$ cat config.mk
export PLATFORM = sky130hd
export DESIGN_NAME = queue_seq_mux_nch
export DESIGN_NICKNAME = d
export VERILOG_FILES = /design/src/rtl/queue_seq_mux_nch.sv
export SDC_FILE = /design/constraint.sdc
export NUM_CORES = 1
export LEC_CHECK = 0
export CORE_UTILIZATION = 40
export CTS_CLUSTER_SIZE = 12
export DETAILED_ROUTE_END_ITERATION = 8
export GPL_ROUTABILITY_DRIVEN = 0
export PLACE_DENSITY = 0.78
export SYNTH_ARGS = -nofsm -noshare
export SYNTH_HDL_FRONTEND = slang
export SYNTH_SLANG_ARGS = --single-unit
$ cat constraint.sdc
create_clock -name clk -period 3.92 [get_ports clk]
set_input_delay 0.784 -clock clk [delete_from_list [all_inputs] [get_ports clk]]
set_output_delay 0.784 -clock clk [all_outputs]
set_load 0.01 [all_outputs]
$ cat src/rtl/queue_seq_mux_nch.sv
// N-channel round-robin queue steering: one active input channel feeds a 2-entry
// elastic buffer whose head is presented on the output lane matching its source channel.
module queue_seq_mux_nch #(
  parameter int N_CH         = 4,
  parameter int W_DATA       = 16,
  parameter int EOT_PER_TURN = 1,
  parameter int W_IDX        = $clog2(N_CH)
) (
  input  logic                     clk,
  input  logic                     rst,
  input  logic [N_CH*W_DATA-1:0]   din_data,
  input  logic [N_CH-1:0]          din_valid,
  output logic [N_CH-1:0]          din_ready,
  output logic [W_DATA-1:0]        dout_data,
  output logic [N_CH-1:0]          dout_valid,
  input  logic [N_CH-1:0]          dout_ready,
  input  logic [W_IDX:0]           trig_data,
  input  logic                     trig_valid,
  output logic                     trig_ready,
  input  logic [N_CH-1:0]          ch_en,
  output logic [W_IDX-1:0]         active_ch
);

  logic [W_IDX-1:0]  active;
  logic [7:0]        eot_cnt;

  // Buffer entries keep their source channel as a one-hot lane mask; zero means empty.
  logic [N_CH-1:0]   hd_oh_p1, tl_oh_p1;
  logic [W_DATA-1:0] hd_data_p1, tl_data_p1;

  logic [N_CH-1:0]   act_oh;
  logic [W_DATA-1:0] in_data;
  logic              in_vld, full, push, pop, hd_vld, tl_vld;
  logic              hd_load_tl, hd_load_in, tl_load_in;
  logic              trig_hit;
  logic [W_IDX-1:0]  trig_ch, trig_tgt;

  // Next enabled channel after cur, wrapping; cur itself is the last candidate.
  function automatic logic [W_IDX-1:0] next_ch(input logic [W_IDX-1:0] cur,
                                               input logic [N_CH-1:0]  en);
    logic [W_IDX-1:0] res;
    int idx;
    res = cur;
    for (int k = N_CH; k >= 1; k--) begin
      idx = (int'(cur) + k) % N_CH;
      if (en[idx]) res = W_IDX'(idx);
    end
    return res;
  endfunction

  always_comb begin
    in_data = '0;
    in_vld  = 1'b0;
    act_oh  = '0;
    for (int i = 0; i < N_CH; i++) begin
      if (W_IDX'(i) == active) begin
        in_data   = din_data[i*W_DATA +: W_DATA];
        in_vld    = din_valid[i];
        act_oh[i] = 1'b1;
      end
    end
  end

  assign hd_vld = |hd_oh_p1;
  assign tl_vld = |tl_oh_p1;
  assign full   = hd_vld && tl_vld;
  assign push   = in_vld && !rst && !full;
  assign pop    = |(hd_oh_p1 & dout_ready);

  assign hd_load_tl = pop && tl_vld;
  assign hd_load_in = push && (pop ? !tl_vld : !hd_vld);
  assign tl_load_in = push && (pop ? tl_vld : hd_vld);

  assign trig_hit = trig_valid && trig_data[0];
  assign trig_ch  = trig_data[W_IDX:1];
  assign trig_tgt = (int'(trig_ch) >= N_CH) ? '0 : trig_ch;

  assign din_ready  = (rst || full) ? '0 : act_oh;
  assign dout_valid = hd_oh_p1;
  assign dout_data  = hd_data_p1;
  assign trig_ready = 1'b1;
  assign active_ch  = active;

  // Control state: active channel, eot counter and buffer occupancy.
  always_ff @(posedge clk) begin
    if (rst) begin
      active   <= '0;
      eot_cnt  <= '0;
      hd_oh_p1 <= '0;
      tl_oh_p1 <= '0;
    end else begin
      if (trig_hit) begin
        active  <= trig_tgt;
        eot_cnt <= '0;
      end else if (push && in_data[W_DATA-1]) begin
        if (eot_cnt == 8'(EOT_PER_TURN - 1)) begin
          eot_cnt <= '0;
          active  <= next_ch(active, ch_en);
        end else begin
          eot_cnt <= eot_cnt + 8'd1;
        end
      end
      hd_oh_p1 <= hd_load_tl ? tl_oh_p1 : hd_load_in ? act_oh : (pop ? '0 : hd_oh_p1);
      tl_oh_p1 <= tl_load_in ? act_oh : (hd_load_tl ? '0 : tl_oh_p1);
    end
  end

  // Buffer payload follows the occupancy moves above; not reset.
  always_ff @(posedge clk) begin
    hd_data_p1 <= hd_load_tl ? tl_data_p1 : hd_load_in ? in_data : hd_data_p1;
    tl_data_p1 <= tl_load_in ? in_data : tl_data_p1;
  end

endmodule
# After elaboration in Yosys (flattened, before gate mapping)
# Cells that the tools add are included.
dict set report totals {
  reg_bits 50
  input_bits 82
  word_cells 95
}
dict set report classes {
  add_sub_neg 5
  order_cmp 4
  n_eq_ne 3
  n_mux 42
  bitwise_logic 5
  n_reduce_logical 30
}
# operator count
set op_table {}
lappend op_table {{$mux W16} 6}
lappend op_table {{$mux W4} 6}
lappend op_table {{$mux W1} 18}
lappend op_table {{$lt A3 B4 Y1 const B} 4}
lappend op_table {{$mux W2} 7}
lappend op_table {{$reduce_or A4 Y1} 3}
lappend op_table {{$reduce_or A2 Y1} 5}
lappend op_table {{$add A8 B1 Y8 const B} 1}
lappend op_table {{$bmux W1 S2} 4}
lappend op_table {{$logic_and A1 B1 Y1} 8}
lappend op_table {{$logic_not A8 Y1} 1}
lappend op_table {{$mux W8} 1}
lappend op_table {{$reduce_bool A2 Y1} 4}
lappend op_table {{$reduce_bool A5 Y1} 1}
lappend op_table {{$add A2 B1 Y2 const B} 2}
lappend op_table {{$add A2 B2 Y2 const B} 2}
lappend op_table {{$and A1 B1 Y1 const A} 4}
lappend op_table {{$and A4 B4 Y4} 1}
lappend op_table {{$eq A2 B2 Y1 const A} 2}
lappend op_table {{$logic_not A1 Y1} 4}
lappend op_table {{$reduce_and A3 Y1} 1}
lappend op_table {{$reduce_bool A3 Y1} 1}
lappend op_table {{$eq A1 B2 Y1 const A} 1}
lappend op_table {{$logic_not A2 Y1} 1}
lappend op_table {{$logic_or A1 B1 Y1} 1}

# Logic depth before layout (Yosys ltp)
# Gate-level depths: netlist (run 1).
dict set report depth {
  depth_word 13
  ltp_mapped 11
  depth_no_buf 8
}

# Worst setup path before layout (run 1)
# No wires, ideal clock.
dict set report synth_path {
  path_type {reg-to-reg}
  from {register active[0] (netlist: active_ch[0])}
  to {register hd_data_p1[0] (netlist: dout_data[0]), enable pin}
  t_arrival_ns 3.063
  required_ns 3.509
  setup_slack_ns 0.445
  path_stages_with_launch 10
  path_buffers 3
  synth_period_minus_slack_ns 3.475
  cell_sequence {dfxtp_1 clkbuf_1 inv_1 ha_1 buf_2 and3b_1 a2111oi_2 or2_4 buf_6 o21ai_0}
}
dict set report synth_via {
  elab_chain_len 9
  elab_cells_between_ends 12
}
# item line
set synth_lines {}
lappend synth_lines {{start: declaration} 24} ;# logic [W_IDX-1:0] active;
lappend synth_lines {{start signal: assignment} 93} ;# active <= trig_tgt;
lappend synth_lines {{start signal: assignment} 98} ;# active <= next_ch(active, ch_en);
lappend synth_lines {{$logic_not A2 Y1} 56} ;# if (W_IDX'(i) == active) begin
lappend synth_lines {{$mux W1 (3 in a row)} 56}
lappend synth_lines {{$mux W1 (*)} 56}
lappend synth_lines {{$logic_and A1 B1 Y1 (*) (2 in a row)} 67} ;# assign push = in_vld && !rst && !full;
lappend synth_lines {{$logic_and A1 B1 Y1 (*)} 71} ;# assign hd_load_in = push && (pop ? !tl_vld : !hd_vld);
lappend synth_lines {{$reduce_bool A2 Y1 (no source line) (*)} --}
lappend synth_lines {{end signal: assignment} 110} ;# hd_data_p1 <= hd_load_tl ? tl_data_p1 : hd_load_in ? in_data : hd_data_p1;
lappend synth_lines {{end: declaration} 29} ;# logic [W_DATA-1:0] hd_data_p1, tl_data_p1;
# Mark *: on every way between the ends. The rest lies on a longest branch, timed or not.
# A chain may end at the register's enable or synchronous reset.

# Worst setup path after layout (run 1)
dict set report layout_path {
  from {input rst}
  to {output din_ready[2]}
}
dict set report layout_via {
  elab_chain_len 2
}
# item line
set layout_lines {}
lappend layout_lines {{start: declaration} 10} ;# input logic rst,
lappend layout_lines {{$logic_or A1 B1 Y1} 78} ;# assign din_ready = (rst || full) ? '0 : act_oh;
lappend layout_lines {{$mux W4} 78}
lappend layout_lines {{end: declaration} 13} ;# output logic [N_CH-1:0] din_ready,
# Every way passes these cells.

==> results.txt, run 1 <==
The flow ran to the end, and the final reports show no timing, DRC or antenna violations. The type of the worst setup path is primary input to output pin. The routed layout has 2814 vias. The count of placed standard cells including taps is 504.

The clock period minus worst slack came out at 3.24 ns. Post-detailed-route wirelength per cell: 15.8 um. The post-cts sizing count is 0. Synthesis produced a netlist whose cell count is 312.

The total of endpoints with negative setup slack in the final report was 0. In this run the remaining antenna-violating nets after routing total 0. The total area inside the core boundary comes to 7250 sq um. Traced cell by cell, the critical path runs through clkdlybuf4s50_1, nor2_1, and2_1, clkdlybuf4s50_1. The setup fix buffers added after clock tree synthesis was 0; the post-cts hold buffer count was 0. The routed via count divided by cell count is 5.50, and the final number of max-transition violations is 0. The H-tree was split into 2 levels. Setup repair after global routing left no endpoint under its margin.

After the last flow step, the layout net total stands at 500. Setup total negative slack on the finished layout was measured at 0 ns. In this run the register-to-register setup slack is 0.83 ns. The floorplan step defined a die boundary enclosing 7830 sq um. The number of enable-type register cells in the synthesized netlist works out to 32. Beginning of the worst register-to-register path: active_ch[0]$_SDFFE_PP0P_. The global-route wire length before repair is 12200 um.

The clock transition at the registers of the reported paths was 0.09 ns. Counting stages on the worst path, the most repeated cell is clkdlybuf4s50_1. The tools report the maximum buffer depth of the clock tree as 2. The tools report the total standard cell area after synthesis as 2990 sq um.

The run gives 0 as the count of max-cap constraint violations. The first detailed-routing pass took 5 iterations. Clock latency reported for the late side of the worst-skew pair: 0.30 ns. Compared with the post-synthesis result, the final layout area differs by 42.7%. The sink of the worst hold path was eot_cnt[7]$_SDFFE_PP0P_. Clock tree synthesis found a total of 50 sinks. For the largest net degree at the start of global routing, the log shows 26. Data arrives at the worst endpoint at 2.46 ns. The critical path contains buffers and inverters numbering 2 combined. The synthesized netlist contains 46 unique library cells. For the number of CTS-inserted buffers, the log shows 5.

The via count of the first global-routing pass was 2593; the largest voltage drop on the vdd net was 0.169 mV. The worst endpoint required time is 3.14 ns, and the number of violations reported at the end of detailed-routing iteration 0 is 140. The largest total area in the synthesized netlist belongs to edfxtp_1.

The final worst clock skew is 0.00679 ns, and the leakage component of the power is 1.43 nW. The number of synthesis warnings was 0; the slew at the pin closest to its max-slew limit was 0.865 ns. The nature of the critical path endpoint is an output pin. The tools report the kind of start point of the critical path as a primary input. The commonest cells after synthesis are a21oi_1 (43), nand2_1 (41), edfxtp_1 (32), o21ai_0 (20).

From bottom edge to top edge, the die measures 88.5 um. The power per cell area was 331 nW/um^2. The most common cell in the netlist was a21oi_1.

The number of I/O pins came out at 109. The run gives 0 as the total inserted antenna cells. The tools report the capture instance of the worst register-to-register path as eot_cnt[5]$_SDFFE_PP0P_. The top cell type's share of synthesized area is 0.321. The cell family contributing the most delay on the critical path is buffers and inverters. For this run, design rule violations remaining after detail routing come to 0.

The mean instance size in the synthesized netlist is 9.60 sq um, and the register bit count reported by yosys is 50. In the synthesized netlist the dominant register cell turns out to be edfxtp_1. The post-synthesis async set-or-reset flop share works out to 0.

The depth of the most critical reg-to-reg path is 7. The tree is rooted in a clkbuf_8. The share of layout cells above drive strength 1 is 0.109. For this run, the slowest stage of the critical path takes 0.65 ns. The logs give 0.413 for the starting utilization of the core area and 0 for the initial antenna violation count. The logic depth of the worst setup path including buffers is 4. In this run the core area contains 31 standard-cell rows. The tools report the final hold violation count as 0. By area the synthesized netlist is led by edfxtp_1 (32%), dfxtp_1 (12%), a21oi_1 (7.2%). In this run the tool buffered the top-level ports with 107 buffer cells. On the critical path, the stage with the largest delay is an instance of clkdlybuf4s50_1.

For the maximum clock frequency, the log shows 309 MHz. Final critical-path share of the clock period: 0.827. The min-delay analysis places its worst path in the category flop to flop.

The overall routing resource usage is 0.205, and the leftover overflow at the end of global routing is 0. The post-synthesis net count was 400; the final cell count without fillers was 512. The worst hold path begins at eot_cnt[7]$_SDFFE_PP0P_. The run gives 0.422 as the relative slew slack. After legalization and detailed placement, the total HPWL measured 6070 um. After detailed routing, the total wire length is 8090 um. TritonCTS built the clock tree. Along the worst path, the maximum fanout reaches 12. The die span in x is 88.5 um, and the cell depth of the worst hold path is 2. The fraction of the yosys area taken by sequential cells came out at 0.441.
[logic make-up (layout without fill, tap and decap cells)]
family | Yosys count | after routing | synth area share
multiplexers | 25 | 25 | 0.0995
adder cells (fa/ha/maj) | 6 | 6 | 0.0251
AO/OA/AOI/OAI | 89 | 89 | 0.182
AND/OR/NAND/NOR | 109 | 109 | 0.205
flip-flops | 50 | 50 | 0.441
buffers and inverters | 32 | 133 | 0.0464
other | 1 | 1 | 0.00125
[through the flow]
step           instance area [sq um]  total power [mW]  hold slack [ns]  worst slack [ns]  utilization
2_1_floorplan                   2990             0.871            0.446             0.445            -
3_3_place_gp                    4160              1.06            0.455             0.745        0.574
3_5_place_dp                    4160              1.07            0.471             0.694        0.574
4_1_cts                         4270              1.43            0.483             0.693        0.589
5_1_grt                         4270              1.49            0.506             0.521        0.589
6_report                        4270              1.42            0.491             0.680        0.589
[report_power, final]
part | internal, mW | total [mW] | switching (mW)
Sequential | 0.612 | 0.630 | 0.0176
Combinational | 0.225 | 0.428 | 0.203
Clock | 0.190 | 0.359 | 0.168
[area by class of cell]
| class | count | area [sq um] |
|---|---|---|
| repair buffers | 115 | 1130 |
| inverters | 10 | 37.5 |
| fillers | 626 | 2980 |
| clock inverters | 2 | 37.5 |
| multi-input cells | 230 | 1550 |
| clock buffers | 6 | 72.6 |
| flip-flops and latches | 50 | 1320 |
| well taps | 99 | 124 |
[cells in the final DEF (no fill, tap or decap), drive strengths merged, types with 2 or more instances in the layout]
master and n:
o21ai 20, clkdlybuf4s50 107, a2111oi 2, o31ai 4
inv 10, edfxtp 32, and3b 2, mux2 18
nand4b 2, a31oi 2, o22ai 2, nor4 2
a22oi 6, a22o 2, nor2 11, buf 8
a211oi 2, and2 4, nand2 41, and3 2
mux4 2, nor4b 3, o41ai 2, mux2i 5
or4 4, nand3 7, or2 2, nor3 6
nand4 4, ha 6, clkbuf 6, a21oi 43
nand3b 15, dfxtp 18
[how the worst max path moves through the flow]
stage | start | end
2_1_floorplan | active_ch[0]$_SDFFE_PP0P_ | dout_data[0]$_DFFE_PP_
3_3_place_gp | rst | din_ready[2]
3_5_place_dp | rst | din_ready[2]
4_1_cts | active_ch[0]$_SDFFE_PP0P_ | din_ready[1]
5_1_grt | active_ch[0]$_SDFFE_PP0P_ | din_ready[1]
6_report | rst | din_ready[2]
[worst reg2reg max path, delay by kind of cell (launching register included)]
family | cells | cell delay, ns
flip-flops | 1 | 0.54
AND/OR/NAND/NOR | 2 | 0.54
AO/OA/AOI/OAI | 3 | 1.36
buffers and inverters | 1 | 0.20
adder cells (fa/ha/maj) | 1 | 0.38
[layer usage]
layer	share of wire	up-vias	wire length, um	global-route usage
met5	0	-	0	0
met4	0.022	0	177	0.0748
met3	0.095	21	770	0.0466
met2	0.47	140	3810	0.359
met1	0.41	1296	3330	0.246
li1	-	1357	-	-
[registers in the layout, summed over array words and instances, names as in the netlist]
name,flops
active_ch,2
dout_data,16
dout_valid,4
eot_cnt,8
tl_data_p1,16
tl_oh_p1,4
Power figures use the tool's default switching activity.
==> run 2: changes to the inputs <==
--- a/config.mk
+++ b/config.mk
@@ -9,7 +9,7 @@
 export CTS_CLUSTER_SIZE = 12
 export DETAILED_ROUTE_END_ITERATION = 8
 export GPL_ROUTABILITY_DRIVEN = 0
-export PLACE_DENSITY = 0.78
+export PLACE_DENSITY = 0.81
 export SYNTH_ARGS = -nofsm -noshare
 export SYNTH_HDL_FRONTEND = slang
 export SYNTH_SLANG_ARGS = --single-unit
==> constraint.sdc (replaced) <==
create_clock -name clk -period 2.87 [get_ports clk]
set_input_delay 0.574 -clock clk [delete_from_list [all_inputs] [get_ports clk]]
set_output_delay 0.574 -clock clk [all_outputs]
set_load 0.01 [all_outputs]
==> run 2 against run 1 <==
- non-clock buffer count increased by 5
- sequential share of layout area shrank 0.30 points
- sequential power increased by 36%
- global-route usage down 1.2 points
- largest cell class unchanged
==> results.txt, run 2 (synthesis results as in run 1) <==
The wire-length estimate of the detail-placed layout is 6120 um. Across the VDD grid, the largest voltage drop is 0.233 mV. In the routed design, unresolved DRC markers number 0. The run gives 0.0438 as the met3 global-route usage. Number of buffer cells added on primary ports: 107.

STA puts the critical path data required time at 2.30 ns. After clock tree synthesis, the clock-pin slew on the worst setup and hold paths is 0.09 ns. Wires add up to 7760 um.

The total inserted antenna cells is 0. The met1 track demand over resource came out at 0.209. The commonest non-fill, non-tap cell in the layout was clkdlybuf4s50_1. The die height was 88.5 um; the H-tree depth was 2. In this run the power density over the cells is 448 nW/um^2. For this block, the via count after detailed routing is 2777. Number of violations reported at the end of detailed-routing iteration 0: 108. In this run the power spent charging and discharging nets is 0.517 mW. The run finished with clean final reports. In the final routed layout, each cell accounts on average for 15.0 um.

The floorplan step defined a core boundary enclosing 7250 sq um. The tightest min-delay check is of the flop to flop type. The number of hold buffers added after CTS was 0. The share of layout cells above drive strength 1 is 0.120.

The first global-routing pass estimated 11600 um of wire. The proportion of power drawn by the clock network is 0.248. The slack of the worst reg-to-reg path was 0.20 ns; the net count of the finished layout was 505. The starting utilization of the core area came out at 0.413.

The logs give 0.193 for the overall routing resource usage and 1.42 mW for the internal power summed over all cells. The post-layout instance area came out at 4320 sq um. TritonCTS built the clock tree.

The detail route stage leaves a number of antenna-violating nets equal to 0. In the layout the commonest cells are clkdlybuf4s50_1 (107), a21oi_1 (43), nand2_1 (41), edfxtp_1 (32), o21ai_0 (19). Setup repair after global routing left no endpoint under its margin. The count of max-cap constraint violations was 0; the cell depth of the worst hold path was 2. The startpoint identified for the worst register-to-register timing path is active_ch[0]$_SDFFE_PP0P_. The initial antenna violation count is 0, and the combinational share of power is 0.309. The final critical-path share of the clock period was 0.957; the post-place instance area was 4200 sq um. met2 is the most crowded layer. Counting along the longest clock path gives a buffer depth of 2.

The die covers 7830 sq um. For the finished layout, the period the worst path requires is 2.75 ns. Worst hold path startpoint: eot_cnt[5]$_SDFFE_PP0P_. The run gives 5 as the number of CTS-inserted buffers. The tree built by TritonCTS fans out to 50 sinks. Leakage component of the power: 1.46 nW. Entering global routing, the biggest net connects 36 pins. The fraction of power spent switching nets is 0.268, and the worst hold margin is 0.515 ns. The via count of the first global-routing pass is 2545, and the clock latency reported for the late side of the worst-skew pair is 0.30 ns. The slew at the pin closest to its max-slew limit works out to 0.756 ns. The worst hold path terminates at eot_cnt[5]$_SDFFE_PP0P_.

In this run the worst path has a maximum fanout of 3. The global-route track usage on met2 is 0.372. The tools report the final hold violation count as 0. The final number of max-transition violations was 0; the final total negative setup slack was 0 ns.

Relative to the synthesized area, the layout overhead comes to 44.2%. Once layout is complete, the cells apart from fillers number 517. The nature of the critical path endpoint was an output pin.

The endpoint identified for the worst register-to-register timing path is dout_data[6]$_DFFE_PP_. The type of the worst setup path is flop to output pin. Including well taps, the total number of placed cells is 508.

STA classifies the critical path startpoint as a flop. The die span in x was 88.5 um; the number of detailed-route iterations in the first pass was 4. The run gives 0.443 as the proportion of power drawn by flip-flops and latches. The depth of the most critical reg-to-reg path is 7, and the final worst clock skew is 0.0127 ns.

Data on the critical path arrives at its endpoint at 2.17 ns. Based on the critical path, the design can be clocked at up to 364 MHz. The leftover overflow at the end of global routing was 0; the routed via count divided by cell count was 5.37.

The tools report the root buffer selected by CTS as clkbuf_8. For this design the top-level I/O count stands at 109. The run gives 0.495 as the relative slew slack.

The run gives 31 as the floorplan row count. The run gives 0 as the total of endpoints with negative setup slack in the final report.
==> run 2: critical path, cell delays in order, from the launching register on <==
cell and delay, ns:
dfxtp_1 0.35, nor4_4 0.42, nor2_1 0.12, nor2_1 0.27, and2_1 0.18, clkdlybuf4s50_1 0.54
==> run 2: worst max path at each step <==
stage                                    start                      end  slack [ns]  depth (start not counted)
global route        dout_valid[3]$_SDFFE_PP0P_             din_ready[2]        0.01                          5
floorplan            active_ch[0]$_SDFFE_PP0P_  tl_data_p1[0]$_DFFE_PP_        0.10                          7
detailed placement                         rst             din_ready[2]        0.16                          4
finish                tl_oh_p1[0]$_SDFFE_PP0P_             din_ready[2]        0.12                          5
global placement                           rst             din_ready[2]        0.21                          4
CTS                 dout_valid[0]$_SDFFE_PP0P_             din_ready[2]        0.06                          5
==> run 2: metrics by stage <==
stage,power (mW),setup WS (ns),utilization
3_5_place_dp,1.47,0.159,0.579
6_report,1.93,0.124,0.595
2_1_floorplan,1.19,0.101,-
3_3_place_gp,1.45,0.207,0.579
4_1_cts,1.94,0.0578,0.594
5_1_grt,2.03,0.0114,0.595
==> run 2: power by group through the flow <==
stage          Sequential (mW)  Combinational, mW  Clock (mW)
5_1_grt                  0.860              0.649       0.519
3_5_place_dp             0.874              0.595           0
6_report                 0.857              0.597       0.479
2_1_floorplan            0.888              0.304           0
4_1_cts                  0.858              0.599       0.485
3_3_place_gp             0.871              0.581           0
==> run 2: layer usage <==
metal  vias to the layer above  routed length [um]
li1                       1373                   -
met1                      1281                3160
met2                       114                3780
met3                         9                 701
met4                         0                 119
met5                         -                   0
==> run 2: area by class of cell <==
cell class | count | area, sq um
clock buffer | 6 | 72.6
clock inverter | 2 | 37.5
fill | 602 | 2940
inverter | 10 | 37.5
multi-input combinational | 230 | 1540
sequential | 50 | 1320
tap | 99 | 124
timing repair buffer | 120 | 1180
==> run 2: what timing repair did <==
| action | in CTS | in global routing |
|---|---|---|
| resized for setup | 0 | 0 |
| setup buffers | 0 | 1 |
| endpoints found under the setup margin | 0 | 2 |
==> run 3: changes to the inputs <==
--- a/config.mk
+++ b/config.mk
@@ -5,11 +5,13 @@
 export SDC_FILE = /design/constraint.sdc
 export NUM_CORES = 1
 export LEC_CHECK = 0
+export CAP_MARGIN = 30
+export CORE_MARGIN = 1.5
 export CORE_UTILIZATION = 40
 export CTS_CLUSTER_SIZE = 12
 export DETAILED_ROUTE_END_ITERATION = 8
 export GPL_ROUTABILITY_DRIVEN = 0
-export PLACE_DENSITY = 0.81
+export PLACE_DENSITY = 0.78
 export SYNTH_ARGS = -nofsm -noshare
 export SYNTH_HDL_FRONTEND = slang
 export SYNTH_SLANG_ARGS = --single-unit
==> constraint.sdc (replaced) <==
create_clock -name clk -period 3.1 [get_ports clk]
set_input_delay 0.62 -clock clk [delete_from_list [all_inputs] [get_ports clk]]
set_output_delay 0.62 -clock clk [all_outputs]
set_load 0.01 [all_outputs]
==> run 3 against run 2 <==
- sequential power shrank 7.5%
- die area rose by 2.3%
- count of clock-buffer cells in the layout is the same
- final area decreased by 1.2%
- register-to-register slack improved by 0.20 ns
- sequential cell count stayed put
- worst hold slack got worse by 0.019 ns
- worst setup slack better by 0.15 ns
- largest power group unchanged
==> results.txt, run 3 (synthesis results as in run 1) <==
The tools report the final hold violation count as 0. The count of max-cap constraint violations was 0; the number of sinks driven by the clock tree was 50. The clock period minus worst slack is 2.83 ns, and the largest fanout of any net on the critical path is 5.

Setup violations remaining at the end of the flow were counted as 0. The share of layout cells above drive strength 1 was 0.113. The final critical-path share of the clock period is 0.913, and the fraction of power spent switching nets is 0.284.

Worst hold path startpoint: eot_cnt[7]$_SDFFE_PP0P_. Among all stages on the critical path, the largest delay is contributed by clkdlybuf4s50_1. The clock tree synthesis step divided the H-tree into 2 levels.

The most numerous cell type found on the critical path is nor2_1. The die span in x was 89.5 um; the floorplan row count was 31. Port buffering added 107 buffers. TritonCTS built the clock tree. Along the worst hold path, the cell count comes to 2.

Utilization after layout: 0.588. The tools report the final number of max-transition violations as 0. The worst endpoint required time was 2.48 ns.

The number of gates resized after CTS was 0. The clock latency reported for the late side of the worst-skew pair is 0.30 ns, and the slew at the pin closest to its max-slew limit is 0.693 ns. The worst register-to-register path ends at dout_valid[1]$_SDFFE_PP0P_.

Summed over all layers, the routed wires come to 7840 um. Slack of the worst reg-to-reg path: 0.40 ns. The flow ran to the end, and the final reports show no timing, DRC or antenna violations. The tools report the beginning of the worst register-to-register path as active_ch[0]$_SDFFE_PP0P_. The final total negative setup slack was 0 ns; the proportion of power drawn by flip-flops and latches was 0.465. The commonest non-fill, non-tap cell in the layout is clkdlybuf4s50_1. The routed layout has 2776 vias.

The total overflow left after global routing is 0. The run gives 0.00416 ns as the final worst clock skew. On the critical path the largest part of the delay comes from simple AND/OR/NAND/NOR gates.

The starting utilization of the core area is 0.413. The path with the worst hold slack has its endpoint at eot_cnt[7]$_SDFFE_PP0P_. The DRC violation count after routing was 0; the power per cell area was 400 nW/um^2. Root buffer selected by CTS: clkbuf_8.

The largest voltage drop on the vdd net was 0.177 mV. The net count of the finished layout is 503. Derived from the worst setup path, the maximum achievable clock frequency is 353 MHz. During I/O placement, the number of pins put on the boundary was 109. The tools report the internal power summed over all cells as 1.22 mW. For the area inside the core boundary, the log shows 7250 sq um.

The depth of the most critical reg-to-reg path is 9. The initial antenna violation count is 0, and the number of violations reported at the end of detailed-routing iteration 0 is 176. The wire-length estimate of the detail-placed layout is 6060 um. The area added between synthesis and finish came out at 42.4%.

Die height: 89.5 um. The arrival time at the worst endpoint was 2.21 ns; the overall routing resource usage was 0.188. The logs give 2 for the maximum buffer depth of the clock tree and 0 for the setup fix buffers added after clock tree synthesis. The critical path buffer and inverter count is 1. The run gives 0 as the total inserted antenna cells. The logic depth of the worst setup path including buffers is 5. The via count of the first global-routing pass is 2581, and the clock transition at the registers of the reported paths is 0.09 ns.

The logs give 0 for the post-route antenna net violation count and 33 for the largest net degree at the start of global routing. The global-route wire length before repair was 11600 um. Summed over all nets, the switching power comes to 0.485 mW.

Setup repair after global routing left no endpoint under its margin. The combinational share of power was 0.318; the relative slew slack was 0.532. Dividing the detail-routed via count by the number of cells gives 5.39. For this design the static power due to leakage is 1.43 nW. The critical path is of the flop to output pin type.

The tools report the proportion of power drawn by the clock network as 0.217. The number of CTS-inserted buffers was 5. Kind of start point of the critical path: a flop. The critical path goes through nor4_4, nor2_1, nor2_1, and2_1, clkdlybuf4s50_1. STA classifies the critical path endpoint as an output pin. The post-detailed-route wirelength per cell came out at 15.2 um. In the layout the commonest cells are clkdlybuf4s50_1 (107), a21oi_1 (43), nand2_1 (41), edfxtp_1 (32), o21ai_0 (19). The die covers 8010 sq um.

Largest incremental delay on the critical path: 0.54 ns. The first detailed-routing pass ran for 4 iterations. Hold repair after CTS inserted 0 buffers.

Path category of the worst min-delay check: flop to flop. Hold timing on the final database bottoms out at a slack of 0.496 ns.
-- run 3: routing by layer --
| layer | part of all wire | global-route usage |
|---|---|---|
| met1 | 0.41 | 0.214 |
| met5 | 0 | 0 |
| met4 | 0.010 | 0.0434 |
| met3 | 0.10 | 0.0443 |
| met2 | 0.48 | 0.353 |
-- run 3: worst max-delay path by stage --
stage,start,end,slack [ns]
global placement,din_valid[0],dout_valid[1]$_SDFFE_PP0P_,0.38
global route,active_ch[1]$_SDFFE_PP0P_,din_ready[1],0.09
detailed placement,rst,eot_cnt[1]$_SDFFE_PP0P_,0.36
finish,dout_valid[0]$_SDFFE_PP0P_,din_ready[2],0.27
CTS,dout_valid[0]$_SDFFE_PP0P_,din_ready[2],0.23
floorplan,active_ch[0]$_SDFFE_PP0P_,dout_data[0]$_DFFE_PP_,0.06
-- run 3: power by group through the flow --
stage	sequential (mW)	combinational (mW)	clock [mW]
floorplan	0.822	0.280	0
global placement	0.807	0.530	0
detailed placement	0.809	0.543	0
CTS	0.793	0.546	0.378
global route	0.797	0.597	0.406
finish	0.793	0.543	0.370
-- run 3: layout make-up --
type / count / area [sq um]
flip-flops and latches: 50 / 1320
repair buffers: 118 / 1150
inverters: 10 / 37.5
clock inverters: 2 / 15.0
well taps: 99 / 124
clock buffers: 6 / 72.6
fillers: 635 / 2990
multi-input cells: 230 / 1540
-- run 3: tightest hold or removal path, delay by kind of cell, from the launching register on --
family	cells	cell delay (ns)
AOI/OAI and AO/OA	2	0.12
DFF	1	0.33
-- run 3: metrics by stage --
| stage | setup slack (ns) | area (sq um) | std cells | total power, mW |
|---|---|---|---|---|
| 2_1_floorplan | 0.0593 | 3000 | 312 | 1.10 |
| 3_3_place_gp | 0.375 | 4180 | 507 | 1.34 |
| 3_5_place_dp | 0.360 | 4180 | 507 | 1.35 |
| 4_1_cts | 0.234 | 4260 | 515 | 1.72 |
| 5_1_grt | 0.0941 | 4260 | 515 | 1.80 |
| 6_report | 0.271 | 4260 | 515 | 1.71 |
